--- config.mk ---
export PLATFORM = sky130hd
export DESIGN_NAME = hamming_ctrl_flat
export DESIGN_NICKNAME = d
export VERILOG_FILES = /design/src/rtl/hamming_pkg.sv /design/src/rtl/hamming_ctrl_if.sv /design/src/rtl/hamming_ctrl_sw_debounce.sv /design/src/rtl/hamming_ctrl.sv /design/src/flat_wrapper.sv
export SDC_FILE = /design/constraint.sdc
export NUM_CORES = 1
export LEC_CHECK = 0
export ABC_AREA = 1
export CORE_UTILIZATION = 50
export DETAILED_ROUTE_END_ITERATION = 8
export HOLD_SLACK_MARGIN = 0.06
export PLACE_DENSITY_LB_ADDON = 0.08
export SLEW_MARGIN = 20
export SYNTH_ARGS = -nofsm -noshare
export SYNTH_HDL_FRONTEND = slang
export SYNTH_HIERARCHICAL = 1
export SYNTH_SLANG_ARGS = --single-unit
export TNS_END_PERCENT = 10
--- constraint.sdc ---
create_clock -name clk -period 2.26 [get_ports clk]
set_clock_uncertainty 0.15 [all_clocks]
set_input_delay 0.452 -clock clk [delete_from_list [all_inputs] [get_ports clk]]
set_output_delay 0.452 -clock clk [all_outputs]
set_load 0.01 [all_outputs]
--- src/rtl/hamming_pkg.sv ---
// Shared types and widths for the Hamming demonstrator sequencing controller.
package hamming_pkg;

  localparam int SYNC_STAGES = 2;
  localparam int DATA_W      = 4;
  localparam int SYN_W       = 3;
  localparam int CODE_W      = 7;

  typedef enum logic [2:0] {
    ST_IDLE     = 3'd0,
    ST_ENCODE   = 3'd1,
    ST_WAIT_ENC = 3'd2,
    ST_DECODE   = 3'd3,
    ST_WAIT_DEC = 3'd4,
    ST_UPDATE   = 3'd5,
    ST_FAULT    = 3'd6
  } state_e;

  // One-hot codeword flip mask for error position 1..7; position 0 means no error.
  function automatic logic [CODE_W-1:0] inj_mask(input logic [SYN_W-1:0] pos);
    logic [CODE_W-1:0] m;
    if (pos != 3'd0) begin
      m = CODE_W'(1) << (pos - 3'd1);
    end else begin
      m = '0;
    end
    return m;
  endfunction

endpackage

--- src/rtl/hamming_ctrl_if.sv ---
// Start/done handshake bundle between the controller and the encode/decode datapath.
interface hamming_ctrl_if;
  import hamming_pkg::*;

  logic              enc_start_o;
  logic [DATA_W-1:0] enc_data_o;
  logic              enc_done_i;
  logic              dec_start_o;
  logic              dec_done_i;
  logic [DATA_W-1:0] dec_data_i;
  logic [SYN_W-1:0]  syndrome_i;

  modport master (
    output enc_start_o, enc_data_o, dec_start_o,
    input  enc_done_i, dec_done_i, dec_data_i, syndrome_i
  );

  modport slave (
    input  enc_start_o, enc_data_o, dec_start_o,
    output enc_done_i, dec_done_i, dec_data_i, syndrome_i
  );
endinterface

--- src/rtl/hamming_ctrl_sw_debounce.sv ---
// Switch synchroniser and debouncer; flags a stable word that differs from the captured one.
module sw_debounce
  import hamming_pkg::*;
#(
  parameter int DEBOUNCE_CYCLES = 270000
) (
  input  logic              clk,
  input  logic              rst,
  input  logic [DATA_W-1:0] sw_i,
  input  logic [DATA_W-1:0] cur_word_i,
  output logic [DATA_W-1:0] word_o,
  output logic              new_word_o
);

  localparam int CNT_W = $clog2(DEBOUNCE_CYCLES + 1);

  logic [SYNC_STAGES-1:0][DATA_W-1:0] sync_q, sync_d;
  logic [DATA_W-1:0]                  cand_q, cand_d;
  logic [CNT_W-1:0]                   cnt_q, cnt_d;

  // Synchroniser shift and saturating stability counter.
  always_comb begin
    sync_d = sync_q;
    cand_d = cand_q;
    cnt_d  = cnt_q;
    sync_d[0] = sw_i;
    for (int i = 1; i < SYNC_STAGES; i++) begin
      sync_d[i] = sync_q[i-1];
    end
    if (sync_q[SYNC_STAGES-1] != cand_q) begin
      cand_d = sync_q[SYNC_STAGES-1];
      cnt_d  = '0;
    end else if (cnt_q != CNT_W'(DEBOUNCE_CYCLES)) begin
      cnt_d = cnt_q + CNT_W'(1);
    end else begin
      cnt_d = cnt_q;
    end
  end

  // State registers.
  always_ff @(posedge clk or posedge rst) begin
    if (rst) begin
      sync_q <= '0;
      cand_q <= '0;
      cnt_q  <= '0;
    end else begin
      sync_q <= sync_d;
      cand_q <= cand_d;
      cnt_q  <= cnt_d;
    end
  end

  assign word_o     = cand_q;
  assign new_word_o = (cnt_q == CNT_W'(DEBOUNCE_CYCLES)) && (cand_q != cur_word_i);

endmodule

--- src/rtl/hamming_ctrl.sv ---
// Hamming demonstrator sequencer: debounced capture, encode/decode handshakes, display latch.
// Optional error injection ports are enabled by defining HAMMING_ERR_INJECT_EN.
module hamming_ctrl
  import hamming_pkg::*;
#(
  parameter int DEBOUNCE_CYCLES = 270000,
  parameter int TIMEOUT_CYCLES  = 255
) (
  input  logic              clk,
  input  logic              rst,
  input  logic [DATA_W-1:0] sw_i,
  hamming_ctrl_if.master    dp,
  output logic [DATA_W-1:0] led_o,
  output logic [3:0]        disp_up_o,
  output logic [3:0]        disp_dn_o,
  output logic              busy_o,
`ifdef HAMMING_ERR_INJECT_EN
  input  logic [SYN_W-1:0]  inj_i,
  output logic [CODE_W-1:0] flip_o,
`endif
  output logic              err_o
);

  localparam int WAIT_W = $clog2(TIMEOUT_CYCLES + 1);

  state_e            state_q, state_d;
  logic [DATA_W-1:0] enc_data_q, enc_data_d;
  logic [DATA_W-1:0] dec_data_q, dec_data_d;
  logic [SYN_W-1:0]  syn_q, syn_d;
  logic [DATA_W-1:0] led_q, led_d;
  logic [3:0]        up_q, up_d, dn_q, dn_d;
  logic              err_q, err_d;
  logic              enc_start_q, enc_start_d, dec_start_q, dec_start_d;
  logic              busy_q, busy_d;
  logic [WAIT_W-1:0] wait_q, wait_d;
  logic [DATA_W-1:0] word_s;
  logic              new_word_s;

  sw_debounce #(.DEBOUNCE_CYCLES(DEBOUNCE_CYCLES)) u_deb (
    .clk        (clk),
    .rst        (rst),
    .sw_i       (sw_i),
    .cur_word_i (enc_data_q),
    .word_o     (word_s),
    .new_word_o (new_word_s)
  );

  // Sequencer next state and registered outputs.
  always_comb begin
    state_d    = state_q;
    enc_data_d = enc_data_q;
    dec_data_d = dec_data_q;
    syn_d      = syn_q;
    led_d      = led_q;
    up_d       = up_q;
    dn_d       = dn_q;
    err_d      = err_q;
    wait_d     = wait_q;
    case (state_q)
      ST_IDLE: begin
        if (new_word_s) begin
          enc_data_d = word_s;
          state_d    = ST_ENCODE;
        end else begin
          state_d = ST_IDLE;
        end
      end
      ST_ENCODE: begin
        wait_d  = '0;
        state_d = ST_WAIT_ENC;
      end
      ST_WAIT_ENC: begin
        // Done in the timeout cycle still counts as success.
        if (dp.enc_done_i) begin
          state_d = ST_DECODE;
        end else if (wait_q == WAIT_W'(TIMEOUT_CYCLES)) begin
          state_d = ST_FAULT;
        end else begin
          wait_d = wait_q + WAIT_W'(1);
        end
      end
      ST_DECODE: begin
        wait_d  = '0;
        state_d = ST_WAIT_DEC;
      end
      ST_WAIT_DEC: begin
        if (dp.dec_done_i) begin
          dec_data_d = dp.dec_data_i;
          syn_d      = dp.syndrome_i;
          state_d    = ST_UPDATE;
        end else if (wait_q == WAIT_W'(TIMEOUT_CYCLES)) begin
          state_d = ST_FAULT;
        end else begin
          wait_d = wait_q + WAIT_W'(1);
        end
      end
      ST_UPDATE: begin
        led_d   = dec_data_q;
        up_d    = {1'b0, syn_q};
        dn_d    = dec_data_q;
        err_d   = 1'b0;
        state_d = ST_IDLE;
      end
      ST_FAULT: begin
        err_d   = 1'b1;
        state_d = ST_IDLE;
      end
      default: begin
        state_d = ST_IDLE;
      end
    endcase
    enc_start_d = (state_d == ST_ENCODE);
    dec_start_d = (state_d == ST_DECODE);
    busy_d      = (state_d != ST_IDLE);
  end

  // Sequencer registers.
  always_ff @(posedge clk or posedge rst) begin
    if (rst) begin
      state_q     <= ST_IDLE;
      enc_data_q  <= '0;
      dec_data_q  <= '0;
      syn_q       <= '0;
      led_q       <= '0;
      up_q        <= '0;
      dn_q        <= '0;
      err_q       <= 1'b0;
      enc_start_q <= 1'b0;
      dec_start_q <= 1'b0;
      busy_q      <= 1'b0;
      wait_q      <= '0;
    end else begin
      state_q     <= state_d;
      enc_data_q  <= enc_data_d;
      dec_data_q  <= dec_data_d;
      syn_q       <= syn_d;
      led_q       <= led_d;
      up_q        <= up_d;
      dn_q        <= dn_d;
      err_q       <= err_d;
      enc_start_q <= enc_start_d;
      dec_start_q <= dec_start_d;
      busy_q      <= busy_d;
      wait_q      <= wait_d;
    end
  end

`ifdef HAMMING_ERR_INJECT_EN
  logic [CODE_W-1:0] flip_q, flip_d;

  // Flip mask loads in ENCODE and is held until the decode wait ends.
  always_comb begin
    if (state_q == ST_ENCODE) begin
      flip_d = inj_mask(inj_i);
    end else if (state_d == ST_WAIT_ENC || state_d == ST_DECODE || state_d == ST_WAIT_DEC) begin
      flip_d = flip_q;
    end else begin
      flip_d = '0;
    end
  end

  // Flip mask register.
  always_ff @(posedge clk or posedge rst) begin
    if (rst) begin
      flip_q <= '0;
    end else begin
      flip_q <= flip_d;
    end
  end

  assign flip_o = flip_q;
`endif

  assign dp.enc_start_o = enc_start_q;
  assign dp.enc_data_o  = enc_data_q;
  assign dp.dec_start_o = dec_start_q;
  assign led_o          = led_q;
  assign disp_up_o      = up_q;
  assign disp_dn_o      = dn_q;
  assign busy_o         = busy_q;
  assign err_o          = err_q;

endmodule

--- src/flat_wrapper.sv ---
// flat-port wrapper written by rule: the top's interface ports become plain ports
module hamming_ctrl_flat import hamming_pkg::*;
#(
  parameter int DEBOUNCE_CYCLES = 270000,
  parameter int TIMEOUT_CYCLES  = 255
)
  (clk, rst, sw_i, led_o, disp_up_o, disp_dn_o, busy_o, err_o, dp_enc_start_o, dp_enc_data_o, dp_dec_start_o, dp_enc_done_i, dp_dec_done_i, dp_dec_data_i, dp_syndrome_i);
  hamming_ctrl_if dp_i ();
  input  logic clk;
  input  logic rst;
  input  logic [DATA_W-1:0] sw_i;
  output logic [DATA_W-1:0] led_o;
  output logic [3:0] disp_up_o;
  output logic [3:0] disp_dn_o;
  output logic busy_o;
  output logic err_o;
  output wire logic [$bits(dp_i.enc_start_o)-1:0] dp_enc_start_o;
  output wire logic [$bits(dp_i.enc_data_o)-1:0] dp_enc_data_o;
  output wire logic [$bits(dp_i.dec_start_o)-1:0] dp_dec_start_o;
  input wire logic [$bits(dp_i.enc_done_i)-1:0] dp_enc_done_i;
  input wire logic [$bits(dp_i.dec_done_i)-1:0] dp_dec_done_i;
  input wire logic [$bits(dp_i.dec_data_i)-1:0] dp_dec_data_i;
  input wire logic [$bits(dp_i.syndrome_i)-1:0] dp_syndrome_i;
  assign dp_enc_start_o = dp_i.enc_start_o;
  assign dp_enc_data_o = dp_i.enc_data_o;
  assign dp_dec_start_o = dp_i.dec_start_o;
  assign dp_i.enc_done_i = dp_enc_done_i;
  assign dp_i.dec_done_i = dp_dec_done_i;
  assign dp_i.dec_data_i = dp_dec_data_i;
  assign dp_i.syndrome_i = dp_syndrome_i;
  hamming_ctrl #(.DEBOUNCE_CYCLES(DEBOUNCE_CYCLES), .TIMEOUT_CYCLES(TIMEOUT_CYCLES)) u_core (.clk(clk), .rst(rst), .sw_i(sw_i), .dp(dp_i), .led_o(led_o), .disp_up_o(disp_up_o), .disp_dn_o(disp_dn_o), .busy_o(busy_o), .err_o(err_o));
endmodule
==> results.ini <==
[clock_tree]
cts_buffers=9
cts_tree=yes
insertion_delay_ns=0.34
cts_resized=0
cts_setup_buffers=0
root_buffer=clkbuf_8
clk_path_buf_depth=2
path_clk_slew_ns=0.07
clkSinkCount=64
ctsHoldBuffers=0
cts_max_level=3

[finish]
nFillCells=574
area_growth_pct=17.2
finalNonFillerCells=510
n_antenna_cell=0
layout.nets=446
finalInstanceArea_um2=3810
layout-drive-gt1-share=0.145

[worst_setup_path]
r2r_setup_slack_ns=0.32
worst-path-buf-inv=2
required_ns=2.40
rr_startpoint=u_core/u_deb/cnt_q[0]
worst-path-max-fanout=6
cp-end-kind=flip-flop
cp.arrival_ns=2.08
worst_setup_path_start_kind=flip-flop
cp_top_family=simple AND/OR/NAND/NOR gates
slowest_stage=dfrtp_1
critPathKind=reg -> reg
reg2regPathDepth=10
crit_path_max_incr_delay_ns=0.43
crit_top_cell=nand2_1
regToRegEndpoint=u_core/busy_o
critical_path.cell_chain=inv_1 > ha_1 > nand2_1 > nor3_1 > nand3_2 > a31oi_1 > nand3_1 > inv_2 > nor2_1 > nand2_1

[yosys]
synthDistinctLibCells=33
synth_flop_cell=dfrtp_1
ys_ff_latch=64
syn_inst=394
synth_edf_count=0
yosysWarnings=6
ys_seq_area_frac=0.492
netlist.top_cell.by_area=dfrtp_1
synth_common_cells=nand2_1 (113), dfrtp_1 (64), nor2_1 (55)
synthMostInstantiatedCell=nand2_1
synth_nets=412
synthTopCellsByArea=dfrtp_1 (49%), nand2_1 (13%), nor2_1 (6.3%)
synth_async_sr_flop_share=1.00
syn-cell-area_um2=3250
synth_area_per_cell_um2=8.26
yosysTopAreaCellShare=0.492

[sta]
finalCritPeriodShare=0.860
finalSetupTns_ns=0
hold_violations=0
finalSetupViolCount=0
max_freq_ghz=0.515
rsz0062_at_grt=false
period_needed_ns=1.94
final_max_slew_viol_count=0

[placement]
gp_congestion=0.836
io_buffers=33
dp_hpwl_um=4330
post-place-cells=494
post_dp_cell_area_um2=3620

[power]
power_frac_comb=0.034
p_sw_frac=0.221
seq_power_share=0.525
p_per_area_nw_per_um2=582
p_sw_mw=0.490
p_int_mw=1.73
clock_power_share=0.441
leakage_nw=1.77
total_power_mw=2.22
vdd_ir_drop_max_v=0.000479

[die]
die_area_um2=6840
initial_utilization=0.515
core.rowCount=29
io_pins=35
die_w_um=82.7
die_y_um=82.7
coreArea_um2=6310

[route]
drt_iter0_drc=98
ant_nets=0
drtPass1Iterations=4
drc_errors=0
routed-via-count=2449
viasPerCell=4.80
drt_wl_total_um=5980
avgRoutedWirePerCell_um=11.7

[min_path]
holdPathStages=0
worstHoldPathType=reg -> reg
worstHoldStart=u_core/u_deb/sync_d[5]
hold_end=u_core/u_deb/sync_q[5]

[status]
status=finished, final reports clean

[global_route]
first_global_vias=2354
grt_pass1_wl_um=10300
grt_usage=0.205
antenna_found_initial=0
grt_max_degree=34
grt_overflow_total=0

[job]
max_cap_violations=0

==> worst max-delay path by stage <==
| stage | cells past startpoint | slack, ns | start | end |
|---|---|---|---|---|
| after floorplan | 10 | 0.56 | u_core/u_deb/cnt_q[0] | u_core/busy_o |
| after global placement | 10 | 0.42 | u_core/u_deb/cnt_q[0] | u_core/busy_o |
| after detailed placement | 10 | 0.32 | u_core/u_deb/cnt_q[0] | u_core/busy_o |
| after CTS | 10 | 0.29 | u_core/u_deb/cnt_q[0] | u_core/busy_o |
| after global routing | 10 | 0.08 | u_core/u_deb/cnt_q[0] | u_core/dp.enc_data_o[1] |
| final | 10 | 0.32 | u_core/u_deb/cnt_q[0] | u_core/busy_o |
==> power groups by stage <==
stage / registers, mW / clock network (mW) / logic, mW
floorplan: 1.19 / 0 / 0.0419
global placement: 1.19 / 0 / 0.0777
detailed placement: 1.19 / 0 / 0.0786
CTS: 1.17 / 1.01 / 0.0789
global route: 1.17 / 1.06 / 0.0873
finish: 1.17 / 0.978 / 0.0756
==> metal layers <==
layer,vias to the layer above,wire length (um),part of all wire,GRT usage
met4,0,107,0.018,0.0879
met2,38,2890,0.48,0.348
li1,1279,-,-,-
met5,-,0,0,0
met3,8,236,0.039,0.0505
met1,1124,2740,0.46,0.247
==> state kept, by name, indices dropped and copies added, names as in the netlist <==
signal	count
u_core/dec_data_q	4
u_core/u_deb/sync_d	4
u_core/disp_up_o	3
u_core/u_deb/word_o	4
u_core/err_o	1
u_core/u_deb/cnt_q	19
u_core/u_deb/sync_q	4
u_core/dp.enc_data_o	4
u_core/dp.enc_start_o	1
u_core/syn_q	3
u_core/busy_o	1
u_core/dp.dec_start_o	1
u_core/wait_q	8
u_core/state_q	3
u_core/disp_dn_o	4
==> cell families (layout without fill, tap and decap cells) <==
| kind of cell | Yosys count | count (layout) | share of synthesized area |
|---|---|---|---|
| simple gates | 221 | 221 | 0.314 |
| flops | 64 | 64 | 0.492 |
| buf+inv | 60 | 99 | 0.0811 |
| compound gates | 29 | 29 | 0.0569 |
| xor+xnor | 16 | 16 | 0.0431 |
| fa+ha+maj | 3 | 3 | 0.0115 |
| other cells | 1 | 1 | 0.00115 |
==> area by class of cell <==
class	count	area [um^2]	area share
clock buffer	11	141	0.0371
multi-input combinational	270	1390	0.364
sequential	64	1600	0.420
inverter	47	176	0.0463
clock inverter	5	56.3	0.0148
tap	77	96.3	0.0253
timing repair buffer	36	353	0.0925
==> through the flow <==
step	util	setup slack, ns	hold slack [ns]
floorplan	-	0.564	0.181
global placement	0.573	0.425	0.182
detailed placement	0.573	0.322	0.186
CTS	0.604	0.295	0.203
global route	0.604	0.0797	0.207
finish	0.604	0.317	0.201
==> cell usage in the layout (no fill, tap or decap) <==
| master | instances |
|---|---|
| clkinv_2 | 2 |
| bufinv_16 | 1 |
| a21oi_1 | 5 |
| a31oi_1 | 1 |
| nand2_4 | 3 |
| nand4_1 | 3 |
| nor3_2 | 1 |
| clkinv_4 | 1 |
| o21ai_0 | 3 |
| nor2_1 | 55 |
| dfrtp_1 | 64 |
| nor2_8 | 1 |
| xor2_1 | 9 |
| buf_4 | 3 |
| nor3_1 | 4 |
| clkdlybuf4s50_1 | 33 |
| clkinvlp_4 | 1 |
| clkbuf_8 | 10 |
| o21bai_1 | 1 |
| o21ai_1 | 9 |
| xnor2_1 | 7 |
| or2_2 | 1 |
| ha_1 | 3 |
| inv_1 | 36 |
| nor2_2 | 3 |
| or2_1 | 1 |
| nand3_1 | 19 |
| conb_1 | 1 |
| o31ai_1 | 1 |
| nor2_4 | 6 |
| clkinv_1 | 1 |
| clkbuf_1 | 1 |
| inv_2 | 10 |
| nand3_2 | 7 |
| o21ai_2 | 9 |
| nand2_1 | 113 |
| nand2_2 | 4 |
Note: power is estimated with default switching activity, not from simulation.
